File: config.mk
export PLATFORM = sky130hd
export DESIGN_NAME = bcd_time_counter_12h
export DESIGN_NICKNAME = d
export VERILOG_FILES = /design/src/rtl/bcd_time_counter_12h.sv
export SDC_FILE = /design/constraint.sdc
export NUM_CORES = 1
export LEC_CHECK = 0
export ABC_AREA = 1
export CAP_MARGIN = 20
export CORE_MARGIN = 2
export CORE_UTILIZATION = 50
export DETAILED_ROUTE_END_ITERATION = 12
export HOLD_SLACK_MARGIN = 0.06
export PLACE_DENSITY = 0.79
export SETUP_SLACK_MARGIN = 0.05
export SYNTH_ARGS = -nofsm -noshare
export SYNTH_HDL_FRONTEND = slang
export SYNTH_SLANG_ARGS = --single-unit
File: constraint.sdc
create_clock -name clk -period 1.67 [get_ports clk]
set_clock_uncertainty 0.15 [all_clocks]
set_input_delay 0.4175 -clock clk [delete_from_list [all_inputs] [get_ports clk]]
set_output_delay 0.4175 -clock clk [all_outputs]
set_load 0.01 [all_outputs]
File: src/rtl/bcd_time_counter_12h.sv
// bcd_time_counter_12h
//   12-hour BCD time-of-day counter (HH:MM:SS). It advances once per second,
//   and its hours run 12, 01 .. 11, 12. A set mode adjusts hours and minutes
//   from a debounced increment button.
//
// Parameters:
//   CLK_DIV     clk cycles per second (1 .. 2**24); 1 = every edge is a second
//
// Ports:
//   clk         clock
//   rst_n       asynchronous active-low reset, restores 12:00:00
//   set_mode    1 = set mode (counting frozen, seconds held at 00), 0 = run
//   set_sel     field adjusted in set mode: 0 = minutes, 1 = hours
//   set_inc     debounced increment request, rising-edge detected here
//   sec_tens / sec_units / min_tens / min_units / hour_tens / hour_units
//               BCD time digits
//   min_carry   high in the tick cycle showing xx:59:59 (pre-increment hours)
//   sec_tick    one-second strobe, one clk cycle wide
//
// Optional build macro CLOCK_SET_BLINK_EN adds blink_min / blink_hour:
//   in set mode the selected field's bit toggles every clk, otherwise 0.

module bcd_time_counter_12h #(
  parameter int unsigned CLK_DIV = 1
) (
  input  logic       clk,
  input  logic       rst_n,
  input  logic       set_mode,
  input  logic       set_sel,
  input  logic       set_inc,
  output logic [3:0] sec_tens,
  output logic [3:0] sec_units,
  output logic [3:0] min_tens,
  output logic [3:0] min_units,
  output logic [3:0] hour_tens,
  output logic [3:0] hour_units,
  output logic       min_carry,
  output logic       sec_tick
`ifdef CLOCK_SET_BLINK_EN
  ,
  output logic       blink_min,
  output logic       blink_hour
`endif
);

  // CLK_DIV = 1 still needs a one-bit counter that simply stays at 0.
  localparam int unsigned CW = (CLK_DIV > 1) ? $clog2(CLK_DIV) : 1;
  localparam logic [CW-1:0] DIV_MAX = CW'(CLK_DIV - 1);

  logic [CW-1:0] div_cnt;
  logic          set_inc_d;
  logic          inc_rise;
  logic          sec_wrap;
  logic          min_wrap;
  logic [3:0]    min_tens_nx;
  logic [3:0]    min_units_nx;
  logic [3:0]    hour_tens_nx;
  logic [3:0]    hour_units_nx;

  // Gated by rst_n so the strobe stays low while reset is held, even with CLK_DIV = 1.
  assign sec_tick  = rst_n && !set_mode && (div_cnt == DIV_MAX);
  assign inc_rise  = set_inc && !set_inc_d;
  assign sec_wrap  = (sec_tens == 4'd5) && (sec_units == 4'd9);
  assign min_wrap  = (min_tens == 4'd5) && (min_units == 4'd9);
  assign min_carry = sec_tick && sec_wrap && min_wrap;

  // Prescaler; held at 0 in set mode so the first second after exit takes a full CLK_DIV cycles.
  always_ff @(posedge clk or negedge rst_n) begin
    if (!rst_n) begin
      div_cnt <= '0;
    end else if (set_mode || (div_cnt == DIV_MAX)) begin
      div_cnt <= '0;
    end else begin
      div_cnt <= div_cnt + 1'b1;
    end
  end

  always_ff @(posedge clk or negedge rst_n) begin
    if (!rst_n) begin
      set_inc_d <= 1'b0;
    end else begin
      set_inc_d <= set_inc;
    end
  end

  // Successor values for minutes (00..59) and hours (12, 01 .. 11), shared by run and set mode.
  always_comb begin
    min_tens_nx  = min_tens;
    min_units_nx = min_units + 4'd1;
    if (min_units == 4'd9) begin
      min_units_nx = 4'd0;
      min_tens_nx  = (min_tens == 4'd5) ? 4'd0 : min_tens + 4'd1;
    end
  end

  always_comb begin
    hour_tens_nx  = hour_tens;
    hour_units_nx = hour_units + 4'd1;
    if ((hour_tens == 4'd1) && (hour_units == 4'd2)) begin
      hour_tens_nx  = 4'd0;
      hour_units_nx = 4'd1;
    end else if (hour_units == 4'd9) begin
      hour_tens_nx  = 4'd1;
      hour_units_nx = 4'd0;
    end
  end

  // Time registers. Set-mode minute increments wrap 59 -> 00 without touching hours.
  always_ff @(posedge clk or negedge rst_n) begin
    if (!rst_n) begin
      sec_tens   <= 4'd0;
      sec_units  <= 4'd0;
      min_tens   <= 4'd0;
      min_units  <= 4'd0;
      hour_tens  <= 4'd1;
      hour_units <= 4'd2;
    end else if (set_mode) begin
      sec_tens  <= 4'd0;
      sec_units <= 4'd0;
      if (inc_rise) begin
        if (set_sel) begin
          hour_tens  <= hour_tens_nx;
          hour_units <= hour_units_nx;
        end else begin
          min_tens  <= min_tens_nx;
          min_units <= min_units_nx;
        end
      end
    end else if (sec_tick) begin
      if (sec_units == 4'd9) begin
        sec_units <= 4'd0;
        sec_tens  <= sec_wrap ? 4'd0 : sec_tens + 4'd1;
        if (sec_wrap) begin
          min_tens  <= min_tens_nx;
          min_units <= min_units_nx;
          if (min_wrap) begin
            hour_tens  <= hour_tens_nx;
            hour_units <= hour_units_nx;
          end
        end
      end else begin
        sec_units <= sec_units + 4'd1;
      end
    end
  end

`ifdef CLOCK_SET_BLINK_EN
  // Only the selected field blinks; the other is forced visible.
  always_ff @(posedge clk or negedge rst_n) begin
    if (!rst_n) begin
      blink_min  <= 1'b0;
      blink_hour <= 1'b0;
    end else if (set_mode) begin
      blink_min  <= !set_sel && !blink_min;
      blink_hour <= set_sel && !blink_hour;
    end else begin
      blink_min  <= 1'b0;
      blink_hour <= 1'b0;
    end
  end
`endif

endmodule

Word-level counts from Yosys, hierarchy flattened
Index checks and enable logic that the tools add are counted.
{"block": "word_totals", "input_bits": 5, "ff_bits": 26, "out_inout_bits": 26, "elab_cells": 84}
{"block": "op_classes", "reduce_logical": 18, "n_eq_ne": 10, "add_sub_neg": 6, "bitwise_logic": 1, "n_mux": 41}
{"cell": "$mux W4", "n": 40}
{"cell": "$add A4 B1 Y4 const B", "n": 5}
{"cell": "$eq A4 B4 Y1 const B", "n": 3}
{"cell": "$eq A4 B3 Y1 const B", "n": 2}
{"cell": "$logic_and A1 B1 Y1", "n": 8}
{"cell": "$reduce_bool A2 Y1", "n": 4}
{"cell": "$reduce_and A6 Y1", "n": 1}
{"cell": "$reduce_and A5 Y1", "n": 1}
{"cell": "$eq A4 B1 Y1 const B", "n": 1}
{"cell": "$eq A4 B2 Y1 const B", "n": 1}
{"cell": "$ne A2 B1 Y1 const B", "n": 2}
{"cell": "$logic_not A1 Y1", "n": 2}
{"cell": "$ne A2 B2 Y1 const B", "n": 1}
{"cell": "$reduce_and A2 Y1", "n": 1}
{"cell": "$add A1 B1 Y1 const B", "n": 1}
{"cell": "$logic_or A1 B1 Y1", "n": 1}
{"cell": "$mux W1", "n": 1}
{"cell": "$not A1 Y1", "n": 1}

Depth between registers and ports, before layout
Gate-level depths: netlist (run 1).
{"block": "depth", "word_depth": 8, "depth_mapped": 11}

Least setup slack after synthesis (run 1)
OpenSTA, ideal clock, no wires.
{"block": "synth_path", "kind": "reg2out", "start": "reg sec_units[1]", "end": "out min_carry", "path_stages_with_launch": 7, "slack_ns": -0.094, "required_ns": 1.102, "t_arrival_ns": 1.197, "path_cell_list": "dfrtp_1 -> inv_1 -> ha_1 -> nand2_1 -> nor2_4 -> nand2_2 -> nor3_1"}
{"block": "synth_via", "elab_chain_cells": 4}
{"element": "start, declared", "line_no": "32", "rtl": "output logic [3:0] sec_units,"}
{"element": "start signal, assigned", "line_no": "142", "rtl": "sec_units <= sec_units + 4'd1;"}
{"element": "$eq A4 B4 Y1", "line_no": "63", "rtl": "assign sec_wrap = (sec_tens == 4'd5) && (sec_units == 4'd9);"}
{"element": "$logic_and A1 B1 Y1", "line_no": "63"}
{"element": "$logic_and A1 B1 Y1 (2 in series)", "line_no": "65", "rtl": "assign min_carry = sec_tick && sec_wrap && min_wrap;"}
{"element": "end, declared", "line_no": "37", "rtl": "output logic min_carry,"}
Every way passes these cells.

Final worst setup path (run 1)
{"block": "layout_path", "start": "reg min_units[2]", "end": "out min_carry"}
{"block": "layout_via", "elab_chain_cells": 3}
{"element": "start, declared", "line_no": "34", "rtl": "output logic [3:0] min_units,"}
{"element": "start signal, assigned", "line_no": "126", "rtl": "min_units <= min_units_nx;"}
{"element": "start signal, assigned", "line_no": "135", "rtl": "min_units <= min_units_nx;"}
{"element": "$eq A4 B4 Y1", "line_no": "64", "rtl": "assign min_wrap = (min_tens == 4'd5) && (min_units == 4'd9);"}
{"element": "$logic_and A1 B1 Y1", "line_no": "64"}
{"element": "$logic_and A1 B1 Y1", "line_no": "65"}
Every way passes these cells.

==> flow_summary.yaml, run 1 <==
floorplanning:
  die_w_um: 56.75
  fp.dieArea_um2: 3221
  io_pins: 31
  start_util_pct: 51.34
  coreArea_um2: 2710
  die_y_um: 56.75
  rows: 19
global_routing:
  grt_overflow: 0
  track_usage_pct: 23.77
  antenna_found_initial: 0
  grt_pass1_wl_mm: 6.154
  first_global_vias: 1513
  grt_max_degree: 24
timing:
  period_needed_ns: 2.024
  hold_viol: 0
  rsz0062_at_grt: "yes"
  timing.final.ws_setup_ns: -0.3545
  setup_violations: 14
  clock.fmax_mhz: 494.0
  drv_slew: 0
  final.period_utilization_pct: 121.2
  tns_ns: -1.779
worst_setup_path:
  path_class: "flop to primary output"
  critPathSlowestCell: "dfrtp_1"
  required_ns: 1.10
  end_kind: "primary output"
  path_max_fanout: 2
  start_kind: "flop"
  critPathBufInv: 2
  r2r_end: "min_units[2]"
  reg2reg_depth: 12
  cp_top_family: "simple AND/OR/NAND/NOR gates"
  slowest_delay_ns: 0.42
  cp_cell_sequence: "inv_1 > nand2_1 > nor2_4 > nand2_2 > nor3_4 > buf_2"
  rr_startpoint: "sec_tens[1]"
  path_depth: 6
  cp.arrival_ns: 1.46
  reg2reg_slack_ns: -0.16
clock_network:
  cts_buffers: 3
  clock-sinks: 23
  cts_buffer_depth: 2
  cts_tree: "yes"
  clk_latency_ns: 0.31
  clkTransAtPathRegs_ns: 0.13
  cts_root_buf: "clkbuf_4"
  htree_num_levels: 1
synth:
  synth_edf_count: 0
  syn_area_um2: 1391
  yosysMostFrequentCell: "nand2_1"
  synth_top_area_share_pct: 37.77
  yosysWarnings: 0
  avgSynthCellArea_um2: 7.773
  synth_cell_types: 25
  synth_flop_cell: "dfrtp_1"
  syn_inst: 179
  synth_common_cells: "53 x nand2_1, 23 x inv_1, 21 x dfrtp_1"
  post_synth_main_area_contributors: "dfrtp_1 38%, nand2_1 14%, inv_1 6.2%, nand3_1 4.3%, o21ai_0 4.0%"
  synthArstFlopShare_pct: 100.0
  ys_ff_latch: 23
  yosysTopAreaCell: "dfrtp_1"
  yosysSeqAreaShare_pct: 41.55
status:
  status: "finished, violations left"
  violations: "negative setup slack"
placement:
  routabilityCongestion: 0.8291
  placed_area_um2: 1968
  hpwl_mm: 2.564
  numPortBuffers: 27
min_path:
  hold_path.class: "input port to asynchronous set/reset pin"
final_layout:
  drive_gt1_share_pct: 43.94
  fin_nets: 274
  multi_input_area_um2: 800.8
  syn2layout_area_growth_pct: 59.17
  diodes: 0
  utilization_pct: 81.72
  n_fill_cell: 164
  area.sequential_um2: 578.1
  stdcell_area_um2: 2215
detailed_routing:
  vias: 1546
  drtPass1Iterations: 5
  avgRoutedWirePerCell_um: 14.31
  via_per_inst: 5.241
  drc: 0
  drtIter0Drc: 75
  drt_wl_total_mm: 4.220
  antenna_left: 0
power:
  p_leak_nw: 1.208
  ir_worst_vdd_mv: 0.7394
  power_density_nw_per_um2: 847.1
  p_total_mw: 1.876
run:
  max-cap-violations: 0
how the worst max path moves through the flow:
| stage | start | to | slack (ns) |
|---|---|---|---|
| after floorplan | sec_units[1] | min_carry | 0.06 |
| after global placement | set_mode | min_carry | -0.67 |
| after detailed placement | set_mode | min_carry | -0.70 |
| after CTS | sec_units[1] | min_carry | -0.33 |
| after global routing | min_units[2] | min_carry | -0.45 |
| final | min_units[2] | min_carry | -0.35 |
through the flow:
step,cells,worst slack [ns],hold WS (ns)
floorplan,182,0.05870,-0.02809
global placement,272,-0.6736,0.3122
detailed placement,272,-0.6955,0.3267
CTS,288,-0.3285,0.1102
global route,295,-0.4496,0.1030
finish,295,-0.3545,0.09839
kinds of logic after synthesis:
logic type	after synthesis	synth area share, %
and+or+nand+nor	97	34.98
buffers and inverters	31	9.172
DFF	23	41.55
AOI/OAI and AO/OA	16	5.935
xor gates and xnor gates	6	3.777
adders and majority gates	4	3.597
other	1	0.2695
muxes	1	0.7195
placed cells by master, fill, tap and decap left out, types with 2 or more instances in the layout:
master,count
inv_2,5
ha_4,2
conb_1,4
nand3_4,2
buf_4,48
nand2_1,45
clkdlybuf4s50_1,2
nand2_4,7
o22ai_1,2
nand3_1,12
dfrtp_1,21
ha_1,2
buf_2,11
o21ai_0,6
inv_1,19
nor2_4,6
xor2_1,6
nor2_1,5
inv_4,3
o21ai_1,7
buf_6,13
nand2_2,10
dfstp_2,2
nand4_1,7
dlygate4sd2_1,4
clkbuf_4,3
routing by layer:
layer / part of all wire [%] / track usage [%] / vias up / wire length (um)
met4: 2.7 / 9.635 / 0 / 115
met5: 0 / 0 / - / 0
met1: 38 / 27.33 / 726 / 1622
met3: 5.7 / 4.147 / 17 / 242
li1: - / - / 732 / -
met2: 53 / 43.19 / 71 / 2239
worst reg2reg max path, delay by kind of cell (launching register included):
| kind | cells | cell delay (ns) |
|---|---|---|
| simple gates | 5 | 0.50 |
| fa+ha+maj | 1 | 0.12 |
| flops | 1 | 0.42 |
| compound gates | 1 | 0.05 |
| buf+inv | 5 | 0.50 |
power breakdown:
group	switching [mW]	leakage [nW]	internal, mW
Sequential	0.0592	0.298	0.648
Clock	0.181	0.0150	0.0932
Combinational	0.454	0.895	0.442
registers in the layout, summed over array words and instances, names as in the netlist:
name / cells
sec_tens: 4
set_inc_d: 1
div_cnt: 1
hour_tens: 1
min_tens: 4
min_units: 4
hour_units: 4
sec_units: 4
what timing repair did:
action / 4_1_cts / 5_1_grt
pin swaps: 6 / 13
endpoints found under the setup margin: 38 / 24
hold buffers: 0 / 0
gates resized for setup: 104 / 26
setup buffers: 19 / 8
area by class of cell:
class | instances | share of cell area [%]
clock buffers | 4 | 1.186
inverters | 28 | 5.085
multi-input cells | 128 | 36.16
flip-flops and latches | 23 | 26.10
well taps | 31 | 1.751
repair buffers | 81 | 29.72
(Power assumes the default switching activity.)
==> run 2, diff against run 1 <==
--- a/config.mk
+++ b/config.mk
@@ -11,8 +11,10 @@
 export CORE_UTILIZATION = 50
 export DETAILED_ROUTE_END_ITERATION = 12
 export HOLD_SLACK_MARGIN = 0.06
+export MAX_ROUTING_LAYER = met4
 export PLACE_DENSITY = 0.79
 export SETUP_SLACK_MARGIN = 0.05
+export SLEW_MARGIN = 25
 export SYNTH_ARGS = -nofsm -noshare
 export SYNTH_HDL_FRONTEND = slang
 export SYNTH_SLANG_ARGS = --single-unit
==> run 2 against run 1 <==
  * Via count down 0.39%
  * Critical path depth unchanged
  * Sequential cell count unchanged
  * Largest cell class unchanged
  * The flow still finishes with violations (negative setup slack)
  * Cell count unchanged
  * Critical endpoint unchanged
  * Critical path type unchanged
==> flow_summary.yaml, run 2 (synthesized netlist as in run 1, its figures left out) <==
clock_network:
  htree_num_levels: 1
  cts_root_buf: "clkbuf_4"
  cts_buffers: 3
  clk_latency_ns: 0.31
  cts_tree: "yes"
  clkTransAtPathRegs_ns: 0.13
  clock-sinks: 23
  cts_buffer_depth: 2
floorplanning:
  fp.dieArea_um2: 3221
  coreArea_um2: 2710
  die_y_um: 56.75
  rows: 19
  start_util_pct: 51.34
  io_pins: 31
  die_w_um: 56.75
final_layout:
  fin_nets: 274
  syn2layout_area_growth_pct: 59.17
  stdcell_area_um2: 2215
  drive_gt1_share_pct: 43.94
  diodes: 0
  final_cell_mix: "48 x buf_4, 45 x nand2_1, 21 x dfrtp_1"
  layout_commonest_cell: "buf_4"
  utilization_pct: 81.72
power:
  power_density_nw_per_um2: 844.4
  p_total_mw: 1.870
  p_leak_nw: 1.208
  ir_worst_vdd_mv: 0.7319
timing:
  drv_slew: 0
  setup_violations: 14
  final.period_utilization_pct: 121.2
  hold_viol: 0
  clock.fmax_mhz: 494.1
  timing.final.ws_setup_ns: -0.3538
  period_needed_ns: 2.024
  rsz0062_at_grt: "yes"
  holdWs_ns: 0.1001
  tns_ns: -1.786
worst_setup_path:
  cp.arrival_ns: 1.46
  cp_cell_sequence: "inv_1 > nand2_1 > nor2_4 > nand2_2 > nor3_4 > buf_2"
  end_kind: "primary output"
  path_max_fanout: 2
  required_ns: 1.10
  start_kind: "flop"
  path_class: "flop to primary output"
  slowest_delay_ns: 0.42
  critPathSlowestCell: "dfrtp_1"
global_routing:
  first_global_vias: 1513
  antenna_found_initial: 0
  grt_overflow: 0
  track_usage_pct: 24.43
  grt_max_degree: 24
  grt_pass1_wl_mm: 6.154
status:
  status: "finished, violations left"
  violations: "negative setup slack"
detailed_routing:
  vias: 1540
  drc: 0
  antenna_left: 0
  drt_wl_total_mm: 4.215
  drtPass1Iterations: 5
  via_per_inst: 5.220
  avgRoutedWirePerCell_um: 14.29
  drtIter0Drc: 98
min_path:
  hold_path.class: "input port to asynchronous set/reset pin"
placement:
  numPortBuffers: 27
  hpwl_mm: 2.564
  placed_area_um2: 1968
  routabilityCongestion: 0.8418
run:
  max-cap-violations: 0
[run 2: worst paths after layout]
kind / start / end / slack [ns] / cells after the start
min in group clk: set_inc / set_inc_d / 0.43 / 1
setup / recovery: min_units[2] / min_carry / -0.35 / 6
max in group asynchronous: rst_n / hour_tens[0] / 0.98 / 2
hold reg to reg: min_tens[1] / min_tens[1] / 0.45 / 3
hold / removal: rst_n / sec_tens[3] / 0.10 / 2
setup reg to reg: sec_tens[1] / min_units[2] / -0.16 / 12
[run 2: power breakdown]
| part | total, mW | switching (mW) | internal, mW | leakage [nW] |
|---|---|---|---|---|
| combinational | 0.895 | 0.453 | 0.442 | 0.895 |
| sequential | 0.707 | 0.0594 | 0.648 | 0.298 |
| clock | 0.269 | 0.175 | 0.0931 | 0.0150 |
[run 2: layer usage]
metal	routed length, um	GRT usage (%)	vias to the layer above
li1	-	-	731
met1	1628	27.33	726
met2	2243	43.19	71
met3	241	4.147	12
met4	100	9.635	0
met5	0	-	-
[run 2: repair_timing]
action                     4_1_cts  5_1_grt
setup buffers                   19        8
pin swaps                        6       13
gates resized for setup        104       26
setup endpoints to repair       38       24
hold buffers                     0        0
[run 2: metrics by stage]
stage,setup WS [ns],cells
global route,-0.4423,295
global placement,-0.6736,272
CTS,-0.3285,288
detailed placement,-0.6955,272
finish,-0.3538,295
floorplan,0.05870,182
[run 2: cell type report]
type                    count  area (um2)
flip-flops and latches     23       578.1
well taps                  31       38.79
multi-input cells         128       800.8
clock buffers               4       26.28
inverters                  28       112.6
repair buffers             81       658.1
fillers                   164       495.5
[run 2: worst max-delay path, delay by kind of cell (launching register included)]
kind	cells	cell delay, ns
buffers and inverters	2	0.24
flip-flops	1	0.42
AND/OR/NAND/NOR	4	0.49
==> run 3, diff against run 2 <==
--- a/config.mk
+++ b/config.mk
@@ -7,7 +7,6 @@
 export LEC_CHECK = 0
 export ABC_AREA = 1
 export CAP_MARGIN = 20
-export CORE_MARGIN = 2
 export CORE_UTILIZATION = 50
 export DETAILED_ROUTE_END_ITERATION = 12
 export HOLD_SLACK_MARGIN = 0.06
==> run 3 against run 2 <==
  * The run ends with design-rule violations, negative setup slack left
  * Combinational power increased by 6.9%
  * Critical endpoint unchanged
  * Cell count is the same
  * Fmax shrank 1.4%
==> flow_summary.yaml, run 3 (synthesized netlist as in run 1, its figures left out) <==
floorplanning:
  die_y_um: 54.75
  fp.dieArea_um2: 2998
  start_util_pct: 54.67
  die_w_um: 54.75
  coreArea_um2: 2545
  io_pins: 31
  rows: 18
power:
  p_leak_nw: 1.257
  ir_worst_vdd_mv: 1.052
  power_density_nw_per_um2: 854.6
  p_total_mw: 1.948
clock_network:
  clock-sinks: 23
  cts_tree: "yes"
  cts_buffers: 3
  cts_buffer_depth: 2
  clkTransAtPathRegs_ns: 0.14
  holdBufCountCts: 0
  cts_root_buf: "clkbuf_4"
  clk_latency_ns: 0.33
  htree_num_levels: 1
detailed_routing:
  vias: 1596
  met1_length_mm: 1.772
  avgRoutedWirePerCell_um: 16.24
  top_layer_used: "met4"
  drtIter0Drc: 52
  via_per_inst: 5.410
  drt_wl_total_mm: 4.790
  dr_wl_met3_um: 340
  drc: 1
  antenna_left: 0
  dr_wl_met2_mm: 2.413
  drtPass1Iterations: 12
final_layout:
  syn2layout_area_growth_pct: 63.85
  fin_nets: 275
  stdcell_area_um2: 2280
  final_cell_mix: "44 x nand2_1, 44 x buf_4, 21 x dfrtp_1"
  diodes: 0
  drive_gt1_share_pct: 45.66
timing:
  period_needed_ns: 2.054
  hold_viol: 0
  final.period_utilization_pct: 123.0
  clock.fmax_mhz: 487.0
  rsz0062_at_grt: "yes"
  setup_violations: 17
  tns_ns: -2.084
  drv_slew: 0
  timing.final.ws_setup_ns: -0.3835
worst_setup_path:
  critPathSlowestCell: "dfrtp_1"
  cp.arrival_ns: 1.49
  path_class: "flop to primary output"
  cp_common_cell: "nand2_4"
  start_kind: "flop"
  cp_top_family: "flip-flops"
  critPathBufInv: 2
  path_max_fanout: 2
  cp_cell_sequence: "inv_2 > ha_4 > nand2_4 > nor2_4 > nand2_4 > nor3_4 > buf_2"
  required_ns: 1.10
  end_kind: "primary output"
  slowest_delay_ns: 0.42
global_routing:
  track_usage_pct: 31.70
  grt_overflow: 0
  antenna_found_initial: 0
  grt_pass1_wl_mm: 6.437
  first_global_vias: 1467
  grt_max_degree: 24
status:
  violations: "design-rule violations, negative setup slack"
  status: "finished, violations left"
placement:
  pre_cts_ws_ns: -0.7085
  routabilityCongestion: 0.7959
  numPortBuffers: 27
  placed_area_um2: 1987
  hpwl_mm: 2.596
run:
  max-cap-violations: 0
min_path:
  hold_path.class: "input port to asynchronous set/reset pin"
[run 3: cell types whose count changed in the layout (fill, tap and decap cells not counted), sizes merged]
| cell | previous run | this run |
|---|---|---|
| buf | 73 | 75 |
| clkinv | 1 | 2 |
| clkbuf | 4 | 3 |
| dlygate4sd2 | 4 | 5 |
| clkdlybuf4s15 | 2 | 0 |
[run 3: through the flow]
stage                     hold WS (ns)  utilization, %  instances
after floorplan               -0.02809               -        182
after global placement          0.3149           78.07        272
after detailed placement        0.3149           78.07        272
after CTS                       0.1489           85.20        289
after global routing            0.1496           89.58        295
final                           0.1265           89.58        295
[run 3: repair_timing]
item                                    4_1_cts  5_1_grt
pin swaps                                     8        6
resized for setup                           123       24
endpoints found under the setup margin       40       28
buffers inserted                             19        8
[run 3: layout make-up]
cell class	count	area (um2)
Inverter	28	120.1
Clock inverter	1	5.005
Sequential cell	23	578.1
Fill cell	120	265.3
Multi-Input combinational cell	128	827.0
Tap cell	30	37.54
Clock buffer	3	22.52
Timing Repair Buffer	82	689.4
[run 3: report_power, final]
part	switching (mW)	internal (mW)	total (mW)
combinational	0.494	0.463	0.957
sequential	0.0602	0.648	0.708
clock	0.193	0.0901	0.283
[run 3: worst paths after layout]
kind                               from             to  slack [ns]  depth (start not counted)
min in group clk                set_inc      set_inc_d        0.41                          1
setup reg to reg            sec_tens[1]   min_units[2]       -0.19                         12
setup / recovery            sec_tens[1]      min_carry       -0.38                          7
hold / removal                    rst_n    sec_tens[2]        0.13                          2
max in group asynchronous         rst_n  hour_units[1]        0.95                          2
hold reg to reg            hour_tens[0]   hour_tens[0]        0.45                          3
[run 3: per-layer routing]
layer	vias to the layer above	track usage, %
met5	-	-
met3	36	4.167
met4	0	11.97
met1	734	33.62
li1	729	-
met2	97	58.63
